===== config.mk =====
export PLATFORM = sky130hd
export DESIGN_NAME = bram_stream_reader
export DESIGN_NICKNAME = d
export VERILOG_FILES = /design/src/rtl/bram_stream_reader.sv
export SDC_FILE = /design/constraint.sdc
export NUM_CORES = 1
export LEC_CHECK = 0
export CORE_UTILIZATION = 25
export DETAILED_ROUTE_END_ITERATION = 10
export SETUP_SLACK_MARGIN = 0.15
export SYNTH_ARGS = -nofsm -noshare
export SYNTH_HDL_FRONTEND = slang
export SYNTH_SLANG_ARGS = --single-unit

===== constraint.sdc =====
create_clock -name clk -period 8.4 [get_ports clk]
set_clock_uncertainty 0.1 [all_clocks]
set_input_delay 1.68 -clock clk [delete_from_list [all_inputs] [get_ports clk]]
set_output_delay 1.68 -clock clk [all_outputs]
set_load 0.1 [all_outputs]

===== src/rtl/bram_stream_reader.sv =====
// bram_stream_reader: streams a contiguous BRAM address range out on valid/ready; optional abort input via BRAM_STREAM_READER_ABORT_EN
module bram_stream_reader #(
   parameter int DATA_WIDTH = 32,
   parameter int ADDR_WIDTH = 9,
   parameter int RD_LATENCY = 1,
   parameter int FIFO_DEPTH = 4
) (
   input  logic                  clk,
   input  logic                  rst,
   input  logic                  start,
   input  logic [ADDR_WIDTH-1:0] start_addr,
   input  logic [ADDR_WIDTH:0]   length,
`ifdef BRAM_STREAM_READER_ABORT_EN
   input  logic                  abort,
`endif
   output logic                  busy,
   output logic                  done,
   output logic [ADDR_WIDTH-1:0] bram_addr,
   output logic                  bram_wr,
   input  logic [DATA_WIDTH-1:0] bram_data_out,
   output logic [DATA_WIDTH-1:0] m_data,
   output logic                  m_valid,
   input  logic                  m_ready,
   output logic                  m_last
);
   localparam int PW = $clog2(FIFO_DEPTH);
   localparam int CW = $clog2(FIFO_DEPTH + 1) + 1;
   typedef enum logic [1:0] {IDLE, READ, DRAIN, DONE} state_t;
   state_t state, state_nxt;
   logic [ADDR_WIDTH:0] len_q, issued, beats;
   logic [ADDR_WIDTH-1:0] next_addr;
   logic [RD_LATENCY:0] pipe;
   logic [CW-1:0] occ, inflight, credit;
   logic [PW-1:0] wr_ptr, rd_ptr;
   logic [DATA_WIDTH-1:0] fifo [FIFO_DEPTH];
   logic issue, wr_en, pop, abort_now;
`ifdef BRAM_STREAM_READER_ABORT_EN
   assign abort_now = abort && (state == READ || state == DRAIN);
`else
   assign abort_now = 1'b0;
`endif
   function automatic logic [PW-1:0] bump(input logic [PW-1:0] p);
      return p == PW'(FIFO_DEPTH - 1) ? '0 : p + 1'b1;
   endfunction
   assign busy    = state != IDLE;
   assign done    = state == DONE;
   assign bram_wr = 1'b0;
   assign wr_en   = pipe[RD_LATENCY];
   assign m_valid = occ != '0 && !abort_now;
   assign m_data  = m_valid ? fifo[rd_ptr] : '0;
   assign m_last  = m_valid && (beats + 1'b1 == len_q);
   assign pop     = m_valid && m_ready;
   // a word popped this cycle frees its slot, so it counts as credit already
   assign credit  = occ + inflight - CW'(pop);
   // next-state and issue decision
   always_comb begin
      state_nxt = state;
      issue = 1'b0;
      case (state)
         IDLE: state_nxt = start ? (length == '0 ? DONE : READ) : IDLE;
         READ: begin
            issue = !abort_now && credit < CW'(FIFO_DEPTH);
            state_nxt = abort_now ? DONE : (issue && issued == len_q - 1'b1) ? DRAIN : READ;
         end
         DRAIN: state_nxt = (abort_now || (pop && m_last)) ? DONE : DRAIN;
         default: state_nxt = IDLE;
      endcase
   end
   // state, command latch, address generation and beat counting
   always_ff @(posedge clk or posedge rst) begin
      if (rst) begin
         state <= IDLE;
         len_q <= '0;
         issued <= '0;
         beats <= '0;
         next_addr <= '0;
         bram_addr <= '0;
      end else begin
         state <= state_nxt;
         if (state == IDLE && start) begin
            len_q <= length;
            next_addr <= start_addr;
            issued <= '0;
            beats <= '0;
         end
         if (issue) begin
            bram_addr <= next_addr;
            next_addr <= next_addr + 1'b1;
            issued <= issued + 1'b1;
         end
         if (pop) beats <= beats + 1'b1;
      end
   end
   // in-flight flags and FIFO bookkeeping; the extra pipe stage covers the registered address
   always_ff @(posedge clk or posedge rst) begin
      if (rst) begin
         pipe <= '0;
         inflight <= '0;
         occ <= '0;
         wr_ptr <= '0;
         rd_ptr <= '0;
      end else if (abort_now) begin
         pipe <= '0;
         inflight <= '0;
         occ <= '0;
         wr_ptr <= '0;
         rd_ptr <= '0;
      end else begin
         pipe <= {pipe[RD_LATENCY-1:0], issue};
         inflight <= inflight + CW'(issue) - CW'(wr_en);
         occ <= occ + CW'(wr_en) - CW'(pop);
         if (wr_en) wr_ptr <= bump(wr_ptr);
         if (pop) rd_ptr <= bump(rd_ptr);
      end
   end
   // FIFO storage captures returning BRAM data
   always_ff @(posedge clk) begin
      if (wr_en && !abort_now) fifo[wr_ptr] <= bram_data_out;
   end
endmodule

After elaboration in Yosys (flattened, before gate mapping). Memories as Yosys holds them, arrays and structs flattened. Index checks and enable logic that the tools add are counted.

Mux-type cells: 16. Add/subtract/negate cells: 12. $lt $le $gt $ge: 1. Shift operators: 0. Divide/modulo/power cells: 0. Equality and inequality tests: 7. Multiply operators: 0. Bitwise gates (word level): 0. Reduce and logical (&&, ||, !) cells: 11.

Operators with widths (count): $mux 32 (1); $mux 10 (3); $add 10x1->10 const B (2); $eq 10x10->1 (2); $mux 9 (2); $sub 4x1->4 (3); $logic_not 10->1 (1); $mux 2 (5); $sub 10x1->10 const B (1); $add 9x1->9 const B (1); $add 4x1->4 (2); $eq 2x2->1 const B (4); $pmux 2 s3 (1); $reduce_bool 2->1 (3); $logic_and 1x1->1 (5); $add 2x1->2 const B (2); $add 4x4->4 (1); $lt 4x3->1 const B (1); $mux 1 (4); $reduce_bool 4->1 (1); $eq 2x1->1 const B (1); $logic_not 2->1 (1).

Bits of input ports: 55. Memories kept: 1. Word-level logic and storage cells: 59. Latch bits: 0. Output and inout port bits: 46. Bits in read-only memories: 0. Register bits after elaboration: 64. Bits in writable memories: 128.

Memories: fifo (words 4, bits a word 32, rd ports 1, clocked after memory_dff 0, write ports 1, RTL line 35) `logic [DATA_WIDTH-1:0] fifo [FIFO_DEPTH];`.

Logic depth before layout (Yosys ltp). Gate-level depths: netlist of the first run.

Word-level depth: 7. Depth in mapped cells: 19. Gate-level depth less buffers: 15.

Worst setup path before layout of the first run. Ideal clock, no wire load.

Path type: input-to-reg. From: in m_ready. To: reg inflight[2]. Data required time: 8177 ps. Setup time: 123 ps. Cell stages on the path: 16. Buffers on the path: 4. Arrival: 4603 ps. Slack: 3574 ps. Cells stage by stage: nand2_1 -> clkbuf_1 -> or2_2 -> ha_1 -> a311o_1 -> o32a_1 -> nand2b_1 -> buf_2 -> buf_2 -> buf_2 -> ha_1 -> inv_1 -> ha_1 -> inv_1 -> fa_1 -> xnor2_1.

Longest elaborated chain between the ends: 6.

RTL lines: start: declaration (RTL line 23) `input logic m_ready,`; $logic_and 1x1->1 (RTL line 52) `assign pop = m_valid && m_ready;`; $sub 4x1->4 (RTL line 54) `assign credit = occ + inflight - CW'(pop);`; $lt 4x3->1 (RTL line 62) `issue = !abort_now && credit < CW'(FIFO_DEPTH);`; $mux 1 (RTL line 59) `case (state)`; $add 4x1->4 (RTL line 110) `inflight <= inflight + CW'(issue) - CW'(wr_en);`; $sub 4x1->4 (RTL line 110); end signal: assignment (RTL line 110); end: declaration (RTL line 33) `logic [CW-1:0] occ, inflight, credit;`.

No other way between the ends. A chain may end at the register's enable or synchronous reset.

Worst setup path after layout of the first run.
From: reg occ[2]. To: out m_last.

Longest elaborated chain between the ends: 2.

RTL lines: start: declaration (RTL line 33); start signal: assignment (RTL line 111) `occ <= occ + CW'(wr_en) - CW'(pop);`; $reduce_bool 4->1 (RTL line 49) `assign m_valid = occ != '0 && !abort_now;`; $logic_and 1x1->1 (RTL line 51) `assign m_last = m_valid && (beats + 1'b1 == len_q);`; end: declaration (RTL line 24) `output logic m_last`.

No other way between the ends.

==> results.json, run 1 <==
{
  "drt_iter0_markers": 257,
  "max_cap_viol_count": 0,
  "yosysWarnings": 0,
  "synthTopCellsByArea": "edfxtp_1 44%, dfrtp_1 18%, mux4_2 8.3%",
  "crit_chain": "inv_1 > ha_1 > or3b_2 > nand4_1 > a211oi_1 > o211ai_1 > inv_1 > clkdlybuf4s50_1",
  "utilization": 0.316,
  "fin_crit_ps": 5500,
  "synth.distinct_cells": 56,
  "drc": 0,
  "ant_nets": 0,
  "routedWlPerCell_um": 15.8,
  "area_delta_synth_final_pct": 23.0,
  "setup_viol": 0,
  "synth_top_area_cell": "edfxtp_1",
  "die_y_um": 188,
  "start_util": 0.257,
  "ys_seq_elements": 192,
  "final-max-slew-violation-count": 0,
  "arrival_ps": 3720,
  "path_clk_slew_ps": 70,
  "critical_path.max_stage_delay_ps": 1120,
  "cts_buffers": 17,
  "cts-resized-gates": 0,
  "crit_fanout": 38,
  "fmax_ghz": 0.182,
  "antenna_cells": 0,
  "die_area_sq_um": 35500,
  "cts_tree": "done",
  "num-fill-cells": 3416,
  "antenna_found_initial": 0,
  "timing.setup.tns_ps": 0,
  "core_sq_um": 33900,
  "cp_slowest_cell": "clkdlybuf4s50_1",
  "grt_first_pass_wirelength_mm": 30.5,
  "io_buffers": 99,
  "clock_tree.root_cell": "clkbuf_16",
  "avgSynthCellArea_sq_um": 13.6,
  "synth_common_cells": "128 x edfxtp_1, 64 x dfrtp_1, 62 x nand2_1",
  "tightest_slew_ps": 1020,
  "grt-ovfl-total": 0,
  "post_cts_buffers": 0,
  "critPathLaunchType": "flip-flop",
  "ys_seq_area_frac": 0.627,
  "place_hpwl_mm": 11.9,
  "clock_path_buffers": 2,
  "crit_required_ps": 6620,
  "grt_usage": 0.112,
  "synth_edf_count": 128,
  "cp-end-kind": "output port",
  "viasPerCell": 4.45,
  "grt_start_max_net_pins": 65,
  "num_vias": 5290,
  "globalplace.congestion": 0.778,
  "hold_path.class": "flip-flop to flip-flop",
  "cpMostUsedCell": "inv_1",
  "path_class": "flip-flop to output port",
  "final_cells": 1189,
  "status": "finished, final reports clean",
  "cts.sinks": 192,
  "synthArstFlopShare": 0.333,
  "finalNetCount": 806,
  "h-tree-depth": 4,
  "slew_headroom": 0.315,
  "ios": 101,
  "die_w_um": 188,
  "dp.cells": 1157,
  "routed_wl_mm": 18.7,
  "ctsHoldBuffers": 0,
  "yosys_most_used_dff": "edfxtp_1",
  "synth_nets": 718,
  "dr.pass1.iters": 4,
  "yosysMostFrequentCell": "edfxtp_1",
  "placementRows": 67,
  "synthCells": 640,
  "rsz0062_at_grt": "no",
  "drive_gt1_frac": 0.105,
  "grt_pass1_vias": 5575,
  "syn_area_sq_um": 8690,
  "hold_viol_final": 0,
  "worstSkewPairLatency_ps": 440,
  "synth_top_area_share": 0.442,
  "post-route-period-util": 0.655
}
## flip-flops by register name, indices dropped and copies added, names as in the netlist
| name | cells |
|---|---|
| state | 2 |
| bram_addr | 9 |
| rd_ptr | 2 |
| occ | 4 |
| beats | 10 |
| fifo | 128 |
| issued | 10 |
| next_addr | 9 |
| wr_ptr | 2 |
| inflight | 4 |
| pipe | 2 |
| len_q | 10 |
## worst max-delay path, delay by kind of cell, from the launching register on
kind / cells / cell delay [ps]
compound gates: 2 / 450
fa+ha+maj: 1 / 180
buf+inv: 3 / 1280
flops: 1 / 330
simple gates: 2 / 1040
## per-stage QoR
step | worst slack (ps) | hold WS [ps] | instance area (sq um)
5_1_grt | 2530 | 281 | 10700
2_1_floorplan | 3570 | 231 | 8690
4_1_cts | 2770 | 275 | 10700
3_5_place_dp | 2610 | 250 | 10100
6_report | 2900 | 266 | 10700
3_3_place_gp | 2710 | 244 | 10100
## logic make-up (layout without fill, tap and decap cells)
| family | Yosys count | count (layout) | share of synthesized area |
|---|---|---|---|
| AOI/OAI and AO/OA | 101 | 101 | 0.0746 |
| xor gates and xnor gates | 34 | 34 | 0.0367 |
| DFF | 192 | 192 | 0.627 |
| other | 1 | 1 | 0.000432 |
| adders and majority gates | 23 | 23 | 0.0348 |
| and+or+nand+nor | 186 | 186 | 0.110 |
| muxes | 33 | 33 | 0.0842 |
| buffers and inverters | 70 | 171 | 0.0328 |
## cells in the final DEF, fill, tap and decap left out, drive strengths merged, types with 21 or more instances in the layout
cell / n
mux4: 32
o21ai: 46
xnor2: 26
and2: 40
inv: 41
clkdlybuf4s50: 99
edfxtp: 128
dfrtp: 64
ha: 21
nand2: 62
## final cells by class
type	count	area [sq um]	share of cell area
flip-flops and latches	192	5450	0.510
multi-input cells	378	2960	0.277
repair buffers	103	1020	0.0955
well taps	448	561	0.0525
clock buffers	18	429	0.0402
inverters	36	135	0.0126
clock inverters	14	129	0.0121
## metal layers
metal / up-vias / global-route usage / routed length (um)
li1: 2529 / - / -
met2: 110 / 0.179 / 8810
met1: 2638 / 0.141 / 8580
met3: 13 / 0.0382 / 1100
met5: - / 0 / 0
met4: 0 / 0.0382 / 252
## path summary, 6_finish.rpt
path,slack [ps],startpoint,endpoint,cells after the start
setup / recovery,2900,occ[2]$_DFF_PP0_,m_last,8
hold / removal,270,pipe[0]$_DFF_PP0_,pipe[1]$_DFF_PP0_,0
setup reg to reg,3330,occ[2]$_DFF_PP0_,inflight[2]$_DFF_PP0_,16
hold reg to reg,270,pipe[0]$_DFF_PP0_,pipe[1]$_DFF_PP0_,0
max in group asynchronous,5880,rst,rd_ptr[0]$_DFFE_PP0P_,3
min in group asynchronous,1700,rst,bram_addr[8]$_DFFE_PP0P_,3
Power of run 1 is left out: the tool's default activity adds up to more than one toggle a clock period on the data nets, which glitch-free logic cannot reach.
==> run 2: changes to the inputs <==
Clock period 8.4 ns to 5.7 ns, I/O delays scaled along.
==> results.json, run 2 (same netlist as run 1, synthesis figures left out) <==
{
  "grt_first_pass_wirelength_mm": 30.1,
  "cpMostUsedCell": "inv_1",
  "drive_gt1_frac": 0.112,
  "area_delta_synth_final_pct": 23.8,
  "antenna_cells": 0,
  "path_clk_slew_ps": 80,
  "die_area_sq_um": 35500,
  "ctsHoldBuffers": 0,
  "fin_crit_ps": 4870,
  "crit_fanout": 38,
  "reg2reg_depth": 13,
  "reg2reg_to": "next_addr[7]$_DFFE_PP0P_",
  "critical_path.max_stage_delay_ps": 1130,
  "num-fill-cells": 3401,
  "r2r_start": "occ[2]$_DFF_PP0_",
  "ant_nets": 0,
  "hold_depth": 0,
  "drc": 0,
  "hold_path.startpoint": "pipe[0]$_DFF_PP0_",
  "io_buffers": 99,
  "h-tree-depth": 4,
  "slew_headroom": 0.300,
  "place_hpwl_mm": 12.0,
  "grt-ovfl-total": 0,
  "r2r_slack_ps": 1630,
  "clock_tree.root_cell": "clkbuf_16",
  "hold_viol_final": 0,
  "post-route-period-util": 0.854,
  "finalNetCount": 809,
  "drt_iter0_markers": 194,
  "core_sq_um": 33900,
  "regMostFlops": "fifo",
  "mostFrequentLayoutCell": "edfxtp_1",
  "critPathLaunchType": "flip-flop",
  "cp-end-kind": "output port",
  "timing.setup.tns_ps": 0,
  "crit_chain": "inv_1 > ha_1 > or3b_2 > nand4_1 > a211oi_1 > o211ai_1 > inv_1 > clkdlybuf4s50_1",
  "die_w_um": 188,
  "worstSkewPairLatency_ps": 440,
  "final_cell_mix": "128 x edfxtp_1, 99 x clkdlybuf4s50_1, 62 x nand2_1, 62 x dfrtp_1, 36 x and2_1",
  "worstSetupStartpoint": "occ[2]$_DFF_PP0_",
  "cp_slowest_cell": "clkdlybuf4s50_1",
  "cts-resized-gates": 0,
  "tightest_slew_ps": 1050,
  "cts_tree": "done",
  "fmax_ghz": 0.206,
  "status": "finished, final reports clean",
  "cts_buffers": 17,
  "antenna_found_initial": 0,
  "post_cts_buffers": 0,
  "num_vias": 5311,
  "viasPerCell": 4.46,
  "die_y_um": 188,
  "routed_wl_mm": 18.9,
  "routedWlPerCell_um": 15.9,
  "placementRows": 67,
  "hold_path.class": "flip-flop to flip-flop",
  "largest_reg_flops": 128,
  "grt_start_max_net_pins": 44,
  "globalplace.congestion": 0.759,
  "dr.pass1.iters": 4,
  "path_class": "flip-flop to output port",
  "max_cap_viol_count": 0,
  "crit_required_ps": 4460,
  "clock_path_buffers": 2,
  "grt_usage": 0.111,
  "rsz0062_at_grt": "no",
  "setup_viol": 0,
  "endpoint": "m_last",
  "arrival_ps": 3630,
  "cts.sinks": 192,
  "start_util": 0.257,
  "ios": 101,
  "grt_pass1_vias": 5487,
  "final-max-slew-violation-count": 0
}
## run 2: changes by cell type in the layout (fill, tap and decap cells not counted), sizes merged
cell / before / now
inv: 41 / 45
clkbuf: 18 / 17
buf: 4 / 7
clkinv: 5 / 3
clkinvlp: 4 / 2
bufinv: 0 / 1
## run 2: stage by stage
step                hold slack, ps  area (sq um)  worst slack (ps)  instances  utilization
CTS                            281         10800               732       1192        0.318
global route                   281         10800               489       1192        0.318
detailed placement             263         10200              1230       1160        0.300
floorplan                      231          8690              1410        640            -
finish                         271         10800               834       1192        0.318
global placement               251         10200              1240       1160        0.300
## run 2: area by class of cell
class,count,area (sq um),area share
timing repair buffer,106,1040,0.0970
tap,448,561,0.0521
inverter,36,135,0.0126
clock buffer,17,425,0.0395
sequential,192,5450,0.506
clock inverter,15,180,0.0167
multi-input combinational,378,2960,0.276
## run 2: per-layer routing
| layer | vias to the layer above | part of all wire | track usage |
|---|---|---|---|
| met3 | 17 | 0.056 | 0.0384 |
| met2 | 104 | 0.48 | 0.180 |
| met4 | 0 | 0.014 | 0.0350 |
| li1 | 2529 | - | - |
| met5 | - | 0 | 0 |
| met1 | 2661 | 0.45 | 0.140 |
## run 2: critical path, delay by kind of cell (launching register included)
kind                     cells  cell delay, ps
buffers and inverters        3            1260
AND/OR/NAND/NOR              2             920
AO/OA/AOI/OAI                2             490
flip-flops                   1             330
adder cells (fa/ha/maj)      1             180
## run 2: how the worst min path moves through the flow
stage	end	slack (ps)
after floorplan	pipe[1]$_DFF_PP0_	230
after global placement	pipe[1]$_DFF_PP0_	250
after detailed placement	pipe[1]$_DFF_PP0_	260
after CTS	pipe[1]$_DFF_PP0_	280
after global routing	pipe[1]$_DFF_PP0_	280
final	pipe[1]$_DFF_PP0_	270
Power of run 2 is left out for the same reason.
==> run 3: changes to the inputs <==
Settings changed: PLACE_DENSITY from default to 0.45.
==> results.json, run 3 (same netlist as run 1, synthesis figures left out) <==
{
  "worstSkewPairLatency_ps": 440,
  "core_sq_um": 33900,
  "crit_required_ps": 4460,
  "globalplace.congestion": 0.752,
  "post-route-period-util": 0.868,
  "fin_crit_ps": 4950,
  "h-tree-depth": 4,
  "routedWlPerCell_um": 16.9,
  "grt_pass1_vias": 5586,
  "die_area_sq_um": 35500,
  "setup_viol": 0,
  "final-max-slew-violation-count": 0,
  "regMostFlops": "fifo",
  "die_w_um": 188,
  "finalNetCount": 810,
  "drive_gt1_frac": 0.111,
  "cp-end-kind": "output port",
  "multiInputGateArea_sq_um": 2960,
  "antenna_cells": 0,
  "start_util": 0.257,
  "hold_path.class": "flip-flop to flip-flop",
  "drc": 0,
  "status": "finished, final reports clean",
  "viasPerCell": 4.44,
  "area_delta_synth_final_pct": 24.7,
  "grt_first_pass_wirelength_mm": 32.2,
  "timing.setup.tns_ps": 0,
  "die_y_um": 188,
  "dr.pass1.iters": 4,
  "max_cap_viol_count": 0,
  "ios": 101,
  "antenna_found_initial": 0,
  "io_buffers": 99,
  "grt_start_max_net_pins": 44,
  "final_cell_mix": "128 x edfxtp_1, 99 x clkdlybuf4s50_1, 63 x dfrtp_1",
  "clock_tree.root_cell": "clkbuf_16",
  "num-fill-cells": 3421,
  "crit_fanout": 38,
  "tightest_slew_ps": 1150,
  "cts_tree": "done",
  "cts.sinks": 192,
  "hold_viol_final": 0,
  "placementRows": 67,
  "num_vias": 5295,
  "ant_nets": 0,
  "ctsHoldBuffers": 0,
  "hold_slack_ps": 267,
  "grt_usage": 0.119,
  "place_hpwl_mm": 12.7,
  "hold_depth": 0,
  "mostFrequentLayoutCell": "edfxtp_1",
  "fmax_ghz": 0.202,
  "drt_iter0_markers": 254,
  "post_cts_buffers": 0,
  "path_clk_slew_ps": 80,
  "grt-ovfl-total": 0,
  "path_class": "flip-flop to output port",
  "slew_headroom": 0.231,
  "routed_wl_mm": 20.1,
  "critPathLaunchType": "flip-flop",
  "clock_path_buffers": 2,
  "reg2reg_depth": 14,
  "seq_area_sq_um": 5450,
  "rsz0062_at_grt": "no",
  "arrival_ps": 3710,
  "cts-resized-gates": 0,
  "largest_reg_flops": 128,
  "cts_buffers": 17
}
[run 3: cell type report]
class	instances	area share
multi-input cells	378	0.273
clock inverters	15	0.0225
repair buffers	107	0.0981
well taps	448	0.0517
clock buffers	17	0.0392
inverters	36	0.0125
flip-flops and latches	192	0.502
[run 3: layer usage]
layer | vias to the layer above | GRT usage | routed length [um]
met2 | 96 | 0.196 | 9730
met3 | 17 | 0.0305 | 845
met5 | - | 0 | 0
li1 | 2537 | - | -
met1 | 2645 | 0.156 | 9300
met4 | 0 | 0.0319 | 229
[run 3: per-stage QoR]
step | instance area (sq um) | setup slack, ps | std cells | utilization
finish | 10800 | 750 | 1193 | 0.320
global route | 10800 | 496 | 1193 | 0.320
CTS | 10800 | 631 | 1193 | 0.320
detailed placement | 10200 | 928 | 1161 | 0.300
global placement | 10200 | 1020 | 1161 | 0.300
floorplan | 8690 | 1410 | 640 | -
[run 3: critical path: stages (launching register included)]
cell and delay [ps]:
dfrtp_1 330, inv_1 60, ha_1 190, or3b_2 800, nand4_1 150, a211oi_1 280, o211ai_1 210, inv_1 100
clkdlybuf4s50_1 1130
[run 3: final timing paths]
check / startpoint / slack, ps / endpoint
max in group asynchronous: rst / 3540 / next_addr[3]$_DFFE_PP0P_
min in group asynchronous: rst / 1030 / state[1]$_DFF_PP0_
min reg2reg: pipe[0]$_DFF_PP0_ / 270 / pipe[1]$_DFF_PP0_
max: occ[2]$_DFF_PP0_ / 750 / m_last
max reg2reg: occ[2]$_DFF_PP0_ / 1310 / next_addr[7]$_DFFE_PP0P_
min: pipe[0]$_DFF_PP0_ / 270 / pipe[1]$_DFF_PP0_
Power of run 3 is left out for the same reason.
